[config.mk]
export PLATFORM = sky130hd
export DESIGN_NAME = serial_comparator_param_flat
export DESIGN_NICKNAME = d
export VERILOG_FILES = /design/src/rtl/serial_comparator_param_if.sv /design/src/rtl/serial_comparator_param.sv /design/src/flat_wrapper.sv
export SDC_FILE = /design/constraint.sdc
export NUM_CORES = 1
export LEC_CHECK = 0
export ABC_AREA = 1
export ABC_CLOCK_PERIOD_IN_PS = 1600
export BUFFER_PORTS_ARGS = -buffer_cell sky130_fd_sc_hd__buf_4
export CORE_MARGIN = 5
export CORE_UTILIZATION = 50
export DETAILED_ROUTE_END_ITERATION = 10
export HOLD_SLACK_MARGIN = 0.08
export PLACE_DENSITY = 0.8
export REMOVE_ABC_BUFFERS = 1
export SLEW_MARGIN = 5
export SYNTH_ARGS = -nofsm -noshare
export SYNTH_HDL_FRONTEND = slang
export SYNTH_SLANG_ARGS = --single-unit
[constraint.sdc]
create_clock -name clk -period 1.6 [get_ports clk]
set_input_delay 0.32 -clock clk [delete_from_list [all_inputs] [get_ports clk]]
set_output_delay 0.32 -clock clk [all_outputs]
set_load 0.1 [all_outputs]
[src/rtl/serial_comparator_param_if.sv]
// Operand/result bundle for the digit-serial magnitude comparator.
// The master drives the digit stream and modes; the slave returns the running verdict.
interface serial_comparator_param_if #(
  parameter int DIG = 1
);
  logic           start;
  logic           signed_mode;
  logic           lsb_first;
  logic           in_valid;
  logic [DIG-1:0] x;
  logic [DIG-1:0] y;
  logic           gt;
  logic           lt;
  logic           eq;
  logic           busy;
  logic           done;

  modport master (
    output start, signed_mode, lsb_first, in_valid, x, y,
    input  gt, lt, eq, busy, done
  );

  modport slave (
    input  start, signed_mode, lsb_first, in_valid, x, y,
    output gt, lt, eq, busy, done
  );
endinterface

[src/rtl/serial_comparator_param.sv]
// Digit-serial comparator: consumes WIDTH-bit operands DIG bits per accepted beat,
// MSB- or LSB-digit first, unsigned or two's-complement, keeping a running gt/lt verdict.
module serial_comparator_param #(
  parameter int WIDTH = 8,
  parameter int DIG   = 1
) (
  input  logic                      clk,
  input  logic                      reset,
  serial_comparator_param_if.slave  bus
);

  localparam int NDIG = WIDTH / DIG;
  localparam int CW   = $clog2(NDIG + 1);
  localparam logic [CW-1:0] LAST = CW'(NDIG - 1);

  typedef enum logic [1:0] {
    IDLE,
    RUN,
    DONE
  } state_t;

  state_t         state;
  logic [CW-1:0]  cnt;
  logic           sm_q;
  logic           lsb_q;
  logic           gt_q;
  logic           lt_q;
  logic           busy_q;
  logic           done_q;

  logic           is_sign;
  logic [DIG-1:0] xd;
  logic [DIG-1:0] yd;
  logic           dig_gt;
  logic           dig_lt;

  // Flipping the top bit of the sign digit maps two's-complement order onto unsigned order.
  always_comb begin
    is_sign = lsb_q ? (cnt == LAST) : (cnt == '0);
    xd      = bus.x;
    yd      = bus.y;
    if (sm_q && is_sign) begin
      xd[DIG-1] = ~bus.x[DIG-1];
      yd[DIG-1] = ~bus.y[DIG-1];
    end
    dig_gt = (xd > yd);
    dig_lt = (xd < yd);
  end

  always_ff @(posedge clk or negedge reset) begin
    if (!reset) begin
      state  <= IDLE;
      cnt    <= '0;
      sm_q   <= 1'b0;
      lsb_q  <= 1'b0;
      gt_q   <= 1'b0;
      lt_q   <= 1'b0;
      busy_q <= 1'b0;
      done_q <= 1'b0;
    end else if (bus.start) begin
      state  <= RUN;
      cnt    <= '0;
      sm_q   <= bus.signed_mode;
      lsb_q  <= bus.lsb_first;
      gt_q   <= 1'b0;
      lt_q   <= 1'b0;
      busy_q <= 1'b1;
      done_q <= 1'b0;
    end else begin
      case (state)
        RUN: begin
          if (bus.in_valid) begin
            cnt <= cnt + CW'(1);
            // MSB-first: first differing digit decides; LSB-first: last differing digit decides.
            if (lsb_q) begin
              if (dig_gt) begin
                gt_q <= 1'b1;
                lt_q <= 1'b0;
              end else if (dig_lt) begin
                gt_q <= 1'b0;
                lt_q <= 1'b1;
              end
            end else if (!gt_q && !lt_q) begin
              gt_q <= dig_gt;
              lt_q <= dig_lt;
            end
            if (cnt == LAST) begin
              state  <= DONE;
              busy_q <= 1'b0;
              done_q <= 1'b1;
            end
          end
        end
        DONE: begin
          state  <= IDLE;
          done_q <= 1'b0;
        end
        default: begin
          state  <= IDLE;
          busy_q <= 1'b0;
          done_q <= 1'b0;
        end
      endcase
    end
  end

  assign bus.gt   = gt_q;
  assign bus.lt   = lt_q;
  assign bus.eq   = ~gt_q & ~lt_q;
  assign bus.busy = busy_q;
  assign bus.done = done_q;

endmodule

[src/flat_wrapper.sv]
// flat-port wrapper written by rule: the top's interface ports become plain ports
module serial_comparator_param_flat 
#(
  parameter int WIDTH = 8,
  parameter int DIG   = 1
)
  (clk, reset, bus_start, bus_signed_mode, bus_lsb_first, bus_in_valid, bus_x, bus_y, bus_gt, bus_lt, bus_eq, bus_busy, bus_done);
  serial_comparator_param_if #(.DIG(DIG)) bus_i ();
  input  logic clk;
  input  logic reset;
  input wire logic [$bits(bus_i.start)-1:0] bus_start;
  input wire logic [$bits(bus_i.signed_mode)-1:0] bus_signed_mode;
  input wire logic [$bits(bus_i.lsb_first)-1:0] bus_lsb_first;
  input wire logic [$bits(bus_i.in_valid)-1:0] bus_in_valid;
  input wire logic [$bits(bus_i.x)-1:0] bus_x;
  input wire logic [$bits(bus_i.y)-1:0] bus_y;
  output wire logic [$bits(bus_i.gt)-1:0] bus_gt;
  output wire logic [$bits(bus_i.lt)-1:0] bus_lt;
  output wire logic [$bits(bus_i.eq)-1:0] bus_eq;
  output wire logic [$bits(bus_i.busy)-1:0] bus_busy;
  output wire logic [$bits(bus_i.done)-1:0] bus_done;
  assign bus_i.start = bus_start;
  assign bus_i.signed_mode = bus_signed_mode;
  assign bus_i.lsb_first = bus_lsb_first;
  assign bus_i.in_valid = bus_in_valid;
  assign bus_i.x = bus_x;
  assign bus_i.y = bus_y;
  assign bus_gt = bus_i.gt;
  assign bus_lt = bus_i.lt;
  assign bus_eq = bus_i.eq;
  assign bus_busy = bus_i.busy;
  assign bus_done = bus_i.done;
  serial_comparator_param #(.WIDTH(WIDTH), .DIG(DIG)) u_core (.clk(clk), .reset(reset), .bus(bus_i));
endmodule
==> impl_metrics.toml <==
[run_status]
status = "completed"

[drt]
avgViaCountPerCell = 5.09
wl_met1_microns = 544
wirelength_mm = 1.29
dr_wl_met2_microns = 656
drtPass1Iterations = 4
wl_per_cell_microns = 11.4
drc_errors = 0
vias = 575
ant_nets = 0
route.met3.wl_microns = 52
drt_iter0_markers = 8
routed.top_layer = "met4"

[cts]
cts_root_buffer = "clkbuf_4"
ctsHtreeMaxLevel = 1
cts-buffers-inserted = 3
clk_path_buf_depth = 2
clock_sinks = 11
clkTransAtPathRegs_ns = 0.08
clk_latency_ns = 0.27
cts_tree = "yes"

[grt]
antenna_found_initial = 0
grt_pass1_vias = 564
grt_pass1_wl_mm = 2.21
grt_use_total_pct = 14.4
grt_max_degree = 12
grt-ovfl-total = 0

[cells_and_area]
diodes = 0
mostFrequentLayoutCells = "nand2_1, buf_4, inv_1, dfrtp_1"
fin_area_sq_um = 820
fillers = 118
final_common_cell = "nand2_1"
area_growth_pct = 20.8
fin_cells = 113
layout-drive-gt1-share_pct = 29.6
nNetsFinal = 109

[logic_synthesis]
synthFlopType = "dfrtp_1"
yosysUniqueCellTypes = 24
ys_seq_area_share_pct = 40.6
ys_seq_elements = 11
syn_avg_cell_area_sq_um = 8.27
synthCells = 82
syn_area_sq_um = 678
synth_edf_count = 0
ys_async_sr_fraction_pct = 100
yosys_warnings = 0

[place]
place.gp.congestion = 0.748
pre_cts_ws_ns = 0.199
post_dp_cell_area_sq_um = 782
detailedPlacementHpwl_mm = 1.03
post-place-cells = 108
io_buffers = 12

[critical_path]
required_ns = 1.28
rr_worst_depth = 10
critPathMaxStageDelay_ns = 0.39
crit_fanout = 3
crit_chain = "nor2_1 -> buf_4"
criticalPathCategory = "flop to output pin"
cp_data_arrival_time_ns = 1.13
startpoint_type = "flop"
worstSetupEndpointType = "output pin"
slowest_stage = "dfrtp_1"

[die]
die_area_sq_mm = 0.00219
dieWidth_microns = 46.8
rows = 13
io_pins = 13
die_height_microns = 46.8
core_sq_mm = 0.00128
start_util_pct = 52.8

[sta]
setup_viol = 0
report.final.slew_viol_count = 0
fmax_mhz = 690
fin_skew_ns = 0.00863
rsz0062_at_grt = "no"
postLayoutSetupSlackWorst_ns = 0.151
finalHoldViolCount = 0
relSlewSlack_pct = 81.5
tightest_slew_ns = 0.280
period_share_pct = 90.6
period_minus_slack_ns = 1.45
whs_ns = 0.241

[pwr]
leakagePower_nw = 0.414
irDropWorstVdd_uv = 474
power_mw = 0.745
p_per_area_mw_per_mm2 = 910

[min_path]
hold_depth = 3
min_path_type = "primary input to flop"

[job]
maxCapViolations = 0
==> sequential cells by signal (all words and copies together), names as in the netlist <==
signal	count
u_core.lsb_q	1
u_core.sm_q	1
u_core.cnt	4
u_core.state	2
u_core.bus.gt	1
u_core.bus.busy	1
u_core.bus.lt	1
==> cell type report <==
cell class	count	area, sq um	share of cell area, %
multi-input combinational	57	349	42.6
sequential	11	275	33.6
timing repair buffer	13	100	12.2
inverter	13	48.8	5.95
clock buffer	3	22.5	2.75
tap	15	18.8	2.29
clock inverter	1	5.00	0.611
==> kinds of logic after synthesis <==
kind of cell | Yosys count | synth area share [%]
and+or+nand+nor | 41 | 35.1
xor gates and xnor gates | 1 | 1.29
AOI/OAI and AO/OA | 13 | 11.4
buffers and inverters | 14 | 7.93
adders and majority gates | 2 | 3.69
DFF | 11 | 40.6
==> worst max-delay path: cells and delay by family (launching register included) <==
| kind | cells | cell delay (ns) |
|---|---|---|
| buffers and inverters | 1 | 0.31 |
| DFF | 1 | 0.39 |
| and+or+nand+nor | 1 | 0.15 |
==> metrics by stage <==
step	setup TNS, ns	util, %
after floorplan	-3.33	-
after global placement	0	60.9
after detailed placement	0	60.9
after CTS	0	63.8
after global routing	0	63.8
final	0	63.8
==> layer usage <==
| metal | up-vias | track usage, % |
|---|---|---|
| li1 | 300 | - |
| met4 | 0 | 12.2 |
| met1 | 259 | 15.2 |
| met3 | 4 | 1.15 |
| met2 | 12 | 25.5 |
| met5 | - | 0 |
==> synth_stat cells, types with 3 or more instances <==
| cell | instances | area (sq um) |
|---|---|---|
| inv_1 | 11 | 41.3 |
| nor2_1 | 3 | 11.3 |
| nand2_1 | 18 | 67.6 |
| nand4_1 | 5 | 31.3 |
| nand2_2 | 3 | 18.8 |
| nand3_1 | 5 | 25.0 |
| dfrtp_1 | 11 | 275 |
| a21oi_1 | 4 | 20.0 |
| o21ai_0 | 3 | 15.0 |
==> final timing paths <==
| check | slack [ns] | from | end |
|---|---|---|---|
| worst max register to register | 0.18 | u_core.cnt[0] | u_core.bus.lt |
| max in group asynchronous | 1.04 | reset | u_core.state[1] |
| worst min register to register | 0.48 | u_core.bus.busy | u_core.bus.busy |
| worst min-delay path | 0.24 | bus_signed_mode | u_core.sm_q |
| worst max-delay path | 0.15 | u_core.bus.lt | bus_eq |
| min in group asynchronous | 0.41 | reset | u_core.lsb_q |
==> report_power, final <==
group          leakage, nW  switching, mW  internal [mW]  total (mW)
Sequential           0.136         0.0180          0.294       0.312
Clock               0.0177          0.101         0.0926       0.194
Combinational        0.260          0.172         0.0679       0.240
==> repair_timing <==
action                     4_1_cts  5_1_grt
hold buffers                     1        0
gates resized for setup          0        0
hold endpoints to repair        11        0
setup buffers                    0        0
setup endpoints to repair        0        0
(Power assumes the default switching activity.)
